$ cat config.mk
export PLATFORM = sky130hd
export DESIGN_NAME = addsub_seq_flat
export DESIGN_NICKNAME = d
export VERILOG_FILES = /design/src/rtl/addsub_seq_if.sv /design/src/rtl/addsub_seq.sv /design/src/flat_wrapper.sv
export SDC_FILE = /design/constraint.sdc
export NUM_CORES = 1
export LEC_CHECK = 0
export ABC_AREA = 1
export CORE_ASPECT_RATIO = 2
export CORE_MARGIN = 1.5
export CORE_UTILIZATION = 59
export CTS_BUF_LIST = sky130_fd_sc_hd__clkbuf_8
export DETAILED_ROUTE_END_ITERATION = 8
export PLACE_DENSITY_LB_ADDON = 0.12
export SLEW_MARGIN = 30
export SYNTH_ARGS = -nofsm -noshare
export SYNTH_HDL_FRONTEND = slang
export SYNTH_SLANG_ARGS = --single-unit
export TNS_END_PERCENT = 50
$ cat constraint.sdc
create_clock -name clk -period 5.6 [get_ports clk]
set_input_delay 1.12 -clock clk [delete_from_list [all_inputs] [get_ports clk]]
set_output_delay 1.12 -clock clk [all_outputs]
set_load 0.01 [all_outputs]
$ cat src/rtl/addsub_seq_if.sv
// Operand/result bus for the sequential add/subtract unit.
//
// Handshake rules (both directions):
//   - A transfer happens on a rising clk edge where valid && ready are both 1.
//   - The producer keeps its payload stable while valid=1 and ready=0.
//   - ready may depend on state only; it never waits on valid.
//   Input side:  in_valid/in_ready carry A, B and select into the unit.
//   Output side: out_valid/out_ready carry Result and the flags out of the unit.
interface addsub_seq_if #(
   parameter int WIDTH = 64
) ();

   logic [WIDTH-1:0] A;
   logic [WIDTH-1:0] B;
   logic             select;
   logic             in_valid;
   logic             in_ready;
   logic [WIDTH-1:0] Result;
   logic             out_valid;
   logic             out_ready;
   logic             flag_c;
   logic             flag_v;
   logic             flag_z;
   logic             flag_n;

   // Operand source and result consumer side
   modport master (
      output A, B, select, in_valid, out_ready,
      input  in_ready, Result, out_valid, flag_c, flag_v, flag_z, flag_n
   );

   // Arithmetic unit side
   modport slave (
      input  A, B, select, in_valid, out_ready,
      output in_ready, Result, out_valid, flag_c, flag_v, flag_z, flag_n
   );

endinterface

$ cat src/rtl/addsub_seq.sv
// Multi-cycle integer add/subtract unit.
// Operands are consumed CHUNK bits per clock, least significant slice first,
// with the carry between slices held in a register. One operation in flight.
// Subtraction is A + ~B + 1: B is inverted at accept and the carry starts at 1.
// Optional feature: define ADDSUB_SEQ_SATURATE_EN to clamp signed overflow to
// the signed limit in the direction of A's sign (flag_c still reports the raw
// carry, flag_z/flag_n describe the clamped Result).
// state_dbg exposes the FSM state: 0 = IDLE, 1 = BUSY, 2 = DONE.
module addsub_seq #(
   parameter int WIDTH = 64,
   parameter int CHUNK = 16
) (
   input  logic        clk,
   input  logic        rst_n,
   addsub_seq_if.slave bus,
   output logic [1:0]  state_dbg
);

   localparam int NCHUNK = WIDTH / CHUNK;
   localparam int KW     = (NCHUNK > 1) ? $clog2(NCHUNK) : 1;
   localparam int MSB    = WIDTH - 1;

   if (WIDTH % CHUNK != 0) begin : g_width_check
      $error("addsub_seq: WIDTH must be a multiple of CHUNK");
   end

   typedef enum logic [1:0] {
      IDLE = 2'd0,
      BUSY = 2'd1,
      DONE = 2'd2
   } state_t;

   state_t           state_q;
   state_t           state_d;

   logic [WIDTH-1:0] a_q;
   logic [WIDTH-1:0] b_q;        // already inverted for subtract
   logic             carry_q;
   logic [KW-1:0]    k_q;
   logic [WIDTH-1:0] result_q;
   logic             flag_c_q;
   logic             flag_v_q;
   logic             flag_z_q;
   logic             flag_n_q;

   logic             accept;
   logic             last;
   logic [CHUNK-1:0] a_sl;
   logic [CHUNK-1:0] b_sl;
   logic [CHUNK-1:0] chunk_s;
   logic             chunk_c;
   logic [WIDTH-1:0] res_next;
   logic [WIDTH-1:0] res_final;
   logic             raw_v;

   assign accept = bus.in_valid && (state_q == IDLE);
   assign last   = (k_q == KW'(NCHUNK - 1));

   // State register
   always_ff @(posedge clk or negedge rst_n) begin
      if (!rst_n) begin
         state_q <= IDLE;
      end else begin
         state_q <= state_d;
      end
   end

   // Next-state logic
   always_comb begin
      state_d = state_q;
      case (state_q)
         IDLE:    if (accept)        state_d = BUSY;
         BUSY:    if (last)          state_d = DONE;
         DONE:    if (bus.out_ready) state_d = IDLE;
         default:                    state_d = IDLE;
      endcase
   end

   // Slice selection, one slice of addition, and the Result with this slice merged in
   always_comb begin
      a_sl     = '0;
      b_sl     = '0;
      res_next = result_q;
      for (int i = 0; i < NCHUNK; i++) begin
         if (k_q == KW'(i)) begin
            a_sl = a_q[i*CHUNK +: CHUNK];
            b_sl = b_q[i*CHUNK +: CHUNK];
         end
      end
      {chunk_c, chunk_s} = {1'b0, a_sl} + {1'b0, b_sl} + {{CHUNK{1'b0}}, carry_q};
      for (int i = 0; i < NCHUNK; i++) begin
         if (k_q == KW'(i)) begin
            res_next[i*CHUNK +: CHUNK] = chunk_s;
         end
      end
   end

   // Overflow detection and, when enabled, clamping on the final slice
   always_comb begin
      raw_v = (a_q[MSB] == b_q[MSB]) && (res_next[MSB] != a_q[MSB]);
`ifdef ADDSUB_SEQ_SATURATE_EN
      if (raw_v) begin
         res_final = a_q[MSB] ? {1'b1, {(WIDTH-1){1'b0}}} : {1'b0, {(WIDTH-1){1'b1}}};
      end else begin
         res_final = res_next;
      end
`else
      res_final = res_next;
`endif
   end

   // Operand capture, per-slice progress, and Result/flag registers
   always_ff @(posedge clk or negedge rst_n) begin
      if (!rst_n) begin
         a_q      <= '0;
         b_q      <= '0;
         carry_q  <= 1'b0;
         k_q      <= '0;
         result_q <= '0;
         flag_c_q <= 1'b0;
         flag_v_q <= 1'b0;
         flag_z_q <= 1'b0;
         flag_n_q <= 1'b0;
      end else begin
         case (state_q)
            IDLE: begin
               if (accept) begin
                  a_q     <= bus.A;
                  b_q     <= bus.select ? ~bus.B : bus.B;
                  carry_q <= bus.select;
                  k_q     <= '0;
               end
            end
            BUSY: begin
               carry_q <= chunk_c;
               if (last) begin
                  k_q      <= '0;
                  result_q <= res_final;
                  flag_c_q <= chunk_c;
                  flag_v_q <= raw_v;
                  flag_z_q <= (res_final == '0);
                  flag_n_q <= res_final[MSB];
               end else begin
                  k_q      <= k_q + 1'b1;
                  result_q <= res_next;
               end
            end
            default: begin
               // DONE holds everything stable until the consumer takes it
            end
         endcase
      end
   end

   assign bus.in_ready  = (state_q == IDLE);
   assign bus.out_valid = (state_q == DONE);
   assign bus.Result    = result_q;
   assign bus.flag_c    = flag_c_q;
   assign bus.flag_v    = flag_v_q;
   assign bus.flag_z    = flag_z_q;
   assign bus.flag_n    = flag_n_q;
   assign state_dbg     = state_q;

endmodule

$ cat src/flat_wrapper.sv
// flat-port wrapper written by rule: the top's interface ports become plain ports
module addsub_seq_flat 
#(
   parameter int WIDTH = 64,
   parameter int CHUNK = 16
)
  (clk, rst_n, state_dbg, bus_A, bus_B, bus_select, bus_in_valid, bus_out_ready, bus_in_ready, bus_Result, bus_out_valid, bus_flag_c, bus_flag_v, bus_flag_z, bus_flag_n);
  addsub_seq_if #(.WIDTH(WIDTH)) bus_i ();
  input  logic clk;
  input  logic rst_n;
  output logic [1:0] state_dbg;
  input wire logic [$bits(bus_i.A)-1:0] bus_A;
  input wire logic [$bits(bus_i.B)-1:0] bus_B;
  input wire logic [$bits(bus_i.select)-1:0] bus_select;
  input wire logic [$bits(bus_i.in_valid)-1:0] bus_in_valid;
  input wire logic [$bits(bus_i.out_ready)-1:0] bus_out_ready;
  output wire logic [$bits(bus_i.in_ready)-1:0] bus_in_ready;
  output wire logic [$bits(bus_i.Result)-1:0] bus_Result;
  output wire logic [$bits(bus_i.out_valid)-1:0] bus_out_valid;
  output wire logic [$bits(bus_i.flag_c)-1:0] bus_flag_c;
  output wire logic [$bits(bus_i.flag_v)-1:0] bus_flag_v;
  output wire logic [$bits(bus_i.flag_z)-1:0] bus_flag_z;
  output wire logic [$bits(bus_i.flag_n)-1:0] bus_flag_n;
  assign bus_i.A = bus_A;
  assign bus_i.B = bus_B;
  assign bus_i.select = bus_select;
  assign bus_i.in_valid = bus_in_valid;
  assign bus_i.out_ready = bus_out_ready;
  assign bus_in_ready = bus_i.in_ready;
  assign bus_Result = bus_i.Result;
  assign bus_out_valid = bus_i.out_valid;
  assign bus_flag_c = bus_i.flag_c;
  assign bus_flag_v = bus_i.flag_v;
  assign bus_flag_z = bus_i.flag_z;
  assign bus_flag_n = bus_i.flag_n;
  addsub_seq #(.WIDTH(WIDTH), .CHUNK(CHUNK)) u_core (.clk(clk), .rst_n(rst_n), .bus(bus_i), .state_dbg(state_dbg));
endmodule
==> out/metrics.csv, run 1 <==
stage,metric,value,unit
pwr,pwr-share-comb,63.3,%
yosys,synth_commonest_cells,"nand2_1 (590), dfrtp_1 (201), o21ai_0 (135), nor2_1 (95), a21oi_1 (73)",
yosys,synth_compound_area_share,12.2,%
pwr,pwr-share-seq,25.6,%
pwr,netSwitchingFraction,51.8,%
run,drv_cap,0,
layout,finalNetCount,1797,
timing,rsz0062_at_grt,false,
timing,period_share,81.3,%
route,wire_per_inst,18.0,um
yosys,ys_seq_elements,201,
clock_tree,post_cts_buffers,0,
clock_tree,cts.sinks,201,
die,std_cell_rows,70,
route,vias,10500,
pwr,p_switching,5.33,mW
timing,hold-worst-slack,480,ps
yosys,synth.area.top_cells,"dfrtp_1 (46%), nand2_1 (20%), o21ai_0 (6.2%)",
setup_path,cp_max_fo,32,
yosys,ys_types,35,
setup_path,critPathMaxStageDelay,500,ps
route,wirelength,33800,um
pwr,pwr-share-clk,11.1,%
layout,n_fill_cell,1395,
pwr,leakagePower,6.63,nW
yosys,synth-async-reset-ratio,100,%
clock_tree,cts_resized,0,
clock_tree,cts_made_buffers,28,
layout,drive_gt1_share,5.96,%
worst_hold_path,hold_path_class,reg2reg,
placed_design,gp_congestion,1.00,
yosys,synth_cells,1471,
setup_path,cp_num_buf_inv,4,
setup_path,crit_required,6110,ps
setup_path,r2r_slack,1050,ps
clock_tree,hold_buffers,0,
die,die_w,99.3,um
clock_tree,htree_levels,1,
global_route,grt_overflow_total,0,
yosys,syn_area,0.0109,sq mm
global_route,gr-usage-all-layers,35.1,%
setup_path,crit_type,reg2reg,
timing,timing.final.max_slew_violations,0,
worst_hold_path,min_to,u_core.a_q[42],
setup_path,cp_slowest_cell,fa_1,
timing,worst_slew_pin_slew,810,ps
die,coreArea,0.0182,sq mm
yosys,ys_dominant_reg_cell,dfrtp_1,
setup_path,worstReg2RegStart,u_core.k_q[0],
global_route,grt_pass1_wl,52500,um
global_route,grt_pass1_vias,10100,
yosys,synth_top_family_by_area,simple AND/OR/NAND/NOR gates,
yosys,seq_area_frac_synth,46.0,%
yosys,synthMuxAreaShare,0,%
die,die_h,196,um
die,initial_core_util,60.0,%
clock_tree,clockBufferDepth,3,
yosys,synth_most_common_cell,nand2_1,
clock_tree,clk_latency,570,ps
clock_tree,cts_root_buf,clkbuf_8,
timing,final_hold_viol_count,0,
timing,finalSetupTns,0,ps
setup_path,cp-end-kind,flop,
global_route,grt_max_degree,137,
route,initialDrtViolationCount,636,
placed_design,place_hpwl,25000,um
layout,area_delta_synth_final,24.6,%
route,drt-pass1-iter-count,6,
setup_path,cp_common_cell,nand2_1,
timing,setup-violations-final,0,
placed_design,port_buffers,204,
route,final_antenna_net_count,0,
timing,slew_headroom,46.0,%
route,drc_errors,0,
setup_path,rr_worst_depth,26,
yosys,postSynthAreaPerCell,7.44,sq um
clock_tree,tritoncts,yes,
timing,fin_skew,14.4,ps
run_status,status,completed,
setup_path,critPathTopFamily,simple AND/OR/NAND/NOR gates,
yosys,synthAdderAreaFrac,2.54,%
worst_hold_path,whs_path_depth,2,
yosys,yosys.area.top_type,dfrtp_1,
yosys,synth_top_area_share,46.0,%
setup_path,critPathLaunchType,flop,
yosys,synth_nets,1625,
timing,fmax,220,MHz
pwr,ir_drop,0.000321,V
timing,layout_min_cycle_time,4550,ps
yosys,synth-edff-count,0,
route,viasPerCell,5.60,
die,dieArea,0.0194,sq mm
die,ios,205,
yosys,synth_xor_area_share,5.12,%
setup_path,rr_endpoint,u_core.bus.flag_z,
clock_tree,clk_pin_slew,70,ps
worst_hold_path,hp-start,u_core.a_q[42],
global_route,grt_antenna_before_repair,0,
setup_path,worst_ep_arrival_time,5060,ps
yosys,synthSimpleGateAreaFrac,28.8,%
pwr,internal_power,4.95,mW
pwr,power_density,754,mW/mm^2
yosys,ys_warn_count,0,
## stage by stage
step | area [sq um] | utilization (%) | std cells | power [mW] | setup WS, ps
after floorplan | 10900 | - | 1471 | 6.75 | 1940
after global placement | 13100 | 71.7 | 1829 | 8.91 | 1210
after detailed placement | 13100 | 71.7 | 1829 | 9.03 | 1140
after CTS | 13600 | 74.8 | 1877 | 10.2 | 1090
after global routing | 13600 | 74.8 | 1877 | 11.1 | 845
final | 13600 | 74.8 | 1878 | 10.3 | 1050
## cell usage in the layout, fill, tap and decap left out, drive strengths merged
| cell | Yosys | routed |
|---|---|---|
| clkdlybuf4s50 | 0 | 202 |
| a31oi | 14 | 14 |
| a221oi | 1 | 1 |
| ha | 19 | 19 |
| inv | 66 | 76 |
| nand4 | 3 | 3 |
| clkinvlp | 0 | 2 |
| o211ai | 1 | 1 |
| o31ai | 2 | 2 |
| clkinv | 2 | 2 |
| a32o | 1 | 1 |
| nor2 | 97 | 97 |
| diode | 0 | 1 |
| fa | 2 | 2 |
| nor3 | 1 | 1 |
| buf | 29 | 19 |
| o21ai | 142 | 142 |
| clkbuf | 51 | 37 |
| nand3 | 68 | 68 |
| a22oi | 16 | 16 |
| a21oi | 73 | 73 |
| xnor2 | 64 | 64 |
| o21bai | 1 | 1 |
| dfrtp | 201 | 201 |
| and2 | 2 | 2 |
| or2 | 18 | 18 |
| nand2 | 597 | 597 |
## power groups by stage
| stage | clock [mW] | sequential, mW | combinational (mW) |
|---|---|---|---|
| after floorplan | 0 | 2.60 | 4.14 |
| after global placement | 0 | 2.62 | 6.29 |
| after detailed placement | 0 | 2.64 | 6.39 |
| after CTS | 1.15 | 2.62 | 6.44 |
| after global routing | 1.21 | 2.70 | 7.16 |
| final | 1.14 | 2.64 | 6.50 |
## kinds of logic (layout without fill, tap and decap cells)
group	count (synthesis)	in the layout
and+or+nand+nor	786	786
xor gates and xnor gates	64	64
buffers and inverters	148	338
DFF	201	201
adders and majority gates	21	21
other	0	1
AOI/OAI and AO/OA	251	251
## registers in the layout, summed over array words and instances, names as in the netlist
register,cells
u_core.bus.flag_c,1
u_core.bus.Result,64
u_core.state_dbg,2
u_core.carry_q,1
u_core.bus.flag_z,1
u_core.a_q,64
u_core.b_q,64
u_core.k_q,2
u_core.bus.flag_v,1
u_core.bus.flag_n,1
## worst max path at each step
stage / startpoint / to / slack [ps] / cells after the start
floorplan: u_core.k_q[0] / u_core.bus.flag_z / 1940 / 27
global route: u_core.k_q[0] / u_core.bus.flag_z / 850 / 26
CTS: u_core.k_q[0] / u_core.bus.flag_z / 1090 / 26
detailed placement: u_core.k_q[0] / u_core.bus.flag_z / 1140 / 26
finish: u_core.k_q[0] / u_core.bus.flag_z / 1050 / 26
global placement: u_core.k_q[0] / u_core.bus.flag_z / 1210 / 26
## area by class of cell
cell class	instances	area (sq um)	share of cell area [%]
clock inverter	12	57.6	0.422
timing repair buffer	222	2190	16.0
clock buffer	36	495	3.64
multi-input combinational	1122	5330	39.1
antenna	1	2.50	0.0184
sequential	201	5030	36.9
tap	216	270	1.98
inverter	68	255	1.87
## worst min-delay path: cells and delay by family, from the launching register on
family | cells | cell delay (ps)
DFF | 1 | 340
and+or+nand+nor | 2 | 110
## routing by layer
metal	track usage, %	up-vias	routed length (um)
met4	23.1	0	2520
met3	4.15	134	1620
li1	-	5046	-
met1	36.0	4920	11400
met5	0	-	0
met2	65.3	410	18300
Note: power is estimated with default switching activity, not from simulation.
==> run 2: changes to the inputs <==
--- a/config.mk
+++ b/config.mk
@@ -8,7 +8,7 @@
 export ABC_AREA = 1
 export CORE_ASPECT_RATIO = 2
 export CORE_MARGIN = 1.5
-export CORE_UTILIZATION = 59
+export CORE_UTILIZATION = 49
 export CTS_BUF_LIST = sky130_fd_sc_hd__clkbuf_8
 export DETAILED_ROUTE_END_ITERATION = 8
 export PLACE_DENSITY_LB_ADDON = 0.12
==> constraint.sdc (replaced) <==
create_clock -name clk -period 4 [get_ports clk]
set_input_delay 0.8 -clock clk [delete_from_list [all_inputs] [get_ports clk]]
set_output_delay 0.8 -clock clk [all_outputs]
set_load 0.01 [all_outputs]
==> out/metrics.csv, run 2 (same netlist as run 1, synthesis figures left out) <==
stage,metric,value,unit,change
route,drt-pass1-iter-count,5,,-1
run_status,status,completed,,
die,ios,205,,unchanged
timing,period_share,93.9,%,+13 points
timing,slew_headroom,45.6,%,-0.42 points
layout,final_common_cell,nand2_1,,
timing,worst_slew_pin_slew,816,ps,+6.30 ps
timing,finalSetupTns,0,ps,unchanged
setup_path,cp_max_fo,12,,-63%
setup_path,worst_ep_arrival_time,4250,ps,-810 ps
die,initial_core_util,49.8,%,-10 points
layout,multi_input_area,0.00538,sq mm,+0.87%
global_route,grt_pass1_vias,10400,,+3.1%
route,drc_errors,0,,unchanged
die,dieArea,0.0233,sq mm,+20%
layout,finalNetCount,1836,,+2.2%
clock_tree,cts_root_buf,clkbuf_8,,
layout,ff_latch_area,0.00503,sq mm,unchanged
clock_tree,tritoncts,yes,,
placed_design,dp_cells,1924,,+5.2%
global_route,grt_pass1_wl,55700,um,+6.3%
die,coreArea,0.0220,sq mm,+21%
route,wire_per_inst,18.0,um,about the same
clock_tree,clockBufferDepth,3,,unchanged
timing,timing.final.max_slew_violations,0,,unchanged
layout,final_cells,1980,,+5.4%
setup_path,critPathLaunchType,flop,,
route,final_antenna_net_count,0,,unchanged
global_route,grt_max_degree,194,,+42%
route,initialDrtViolationCount,635,,-0.16%
placed_design,gp_congestion,0.958,,-4.6%
layout,area_delta_synth_final,29.9,%,
layout,n_fill_cell,1943,,+39%
clock_tree,cts_made_buffers,29,,+3.6%
setup_path,crit_type,reg2reg,,
placed_design,place_hpwl,27100,um,+8.5%
global_route,gr-usage-all-layers,31.5,%,-3.7 points
timing,hold-worst-slack,269,ps,-211 ps
placed_design,port_buffers,204,,unchanged
die,std_cell_rows,77,,+10%
clock_tree,htree_levels,1,,unchanged
die,die_w,109,um,+9.4%
timing,fmax,266,MHz,+21%
global_route,grt_antenna_before_repair,0,,unchanged
layout,finish.utilization,64.7,%,-10 points
timing,rsz0062_at_grt,false,,
route,viasPerCell,5.27,,-5.8%
timing,fin_skew,21.4,ps,+7.00 ps
timing,setup-violations-final,0,,unchanged
clock_tree,clk_pin_slew,70,ps,about the same
route,wirelength,35700,um,+5.5%
timing,layout_min_cycle_time,3760,ps,-792 ps
layout,diodes,0,,-1
clock_tree,clk_latency,600,ps,+30 ps
setup_path,crit_required,4500,ps,-1610 ps
clock_tree,cts.sinks,201,,unchanged
setup_path,cp-end-kind,flop,,
global_route,grt_overflow_total,0,,unchanged
worst_hold_path,hold_path_class,in2async,,
clock_tree,hold_buffers,0,,unchanged
run,drv_cap,0,,unchanged
layout,final_cell_mix,"nand2_1 (587), clkdlybuf4s50_1 (202), dfrtp_1 (201)",,
die,die_h,214,um,+9.6%
route,vias,10400,,-0.73%
timing,final_hold_viol_count,0,,unchanged
layout,drive_gt1_share,9.27,%,+3.3 points
-- run 2: cell count changes in the layout (fill, tap and decap cells not counted), moves of 4 or more --
cell / previous run / this run
buf_12: 0 / 8
buf_4: 17 / 48
clkbuf_8: 37 / 41
nor2_1: 94 / 90
o21ai_0: 135 / 129
o21ai_1: 7 / 11
-- run 2: per-layer routing --
metal | global-route usage (%) | share of wire [%] | vias to the layer above
met5 | 0 | 0 | -
met4 | 20.8 | 7.4 | 0
met3 | 3.86 | 4.4 | 115
met2 | 56.8 | 54 | 356
met1 | 33.1 | 35 | 4826
li1 | - | - | 5136
-- run 2: metrics by stage --
step	setup WS [ps]	instance area [sq um]
after global placement	-28.8	13500
after global routing	16.2	14200
after CTS	52.4	14100
final	242	14200
after detailed placement	-63.6	13500
after floorplan	342	10900
-- run 2: worst max-delay path: stages, from the launching register on --
cell and delay [ps]:
dfrtp_1 420, inv_1 100, ha_1 180, inv_1 80, nor2_4 130, buf_4 180, buf_6 160, nand2_1 60
a21oi_1 140, a21oi_1 70, a21oi_1 160, ha_1 280, buf_4 160, nand2_1 100, nor2_1 70, nor2_2 210
nand3_1 140, nand2_1 100, nand2_2 90, buf_12 140, o21ai_1 340, nor2_1 90, nand2_1 80, nor2_1 40
nand3_1 70, nand2_1 40
-- run 2: what timing repair did --
| item | in CTS | in global routing |
|---|---|---|
| resized for setup | 3 | 19 |
| endpoints found under the setup margin | 1 | 1 |
| pin swaps | 0 | 3 |
| setup buffers | 0 | 3 |
-- run 2: path summary, 6_finish.rpt --
kind	from	to	slack, ps	depth (start not counted)
worst max register to register	u_core.k_q[0]	u_core.bus.flag_z	240	25
max in group asynchronous	rst_n	u_core.b_q[51]	2700	2
worst min-delay path	rst_n	u_core.bus.Result[17]	270	1
worst max-delay path	u_core.k_q[0]	u_core.bus.flag_z	240	25
min in group clk	u_core.a_q[32]	u_core.a_q[32]	480	2
worst min register to register	u_core.a_q[32]	u_core.a_q[32]	480	2
-- run 2: layout make-up --
| cell class | count | area share [%] |
|---|---|---|
| flip-flops and latches | 201 | 35.4 |
| inverters | 68 | 1.80 |
| multi-input cells | 1122 | 37.8 |
| clock inverters | 13 | 0.607 |
| repair buffers | 260 | 18.1 |
| well taps | 276 | 2.43 |
| clock buffers | 40 | 3.87 |
Power of run 2 is not shown: default switching activity piles up to over one toggle a cycle in this logic, so the estimate is an artifact.
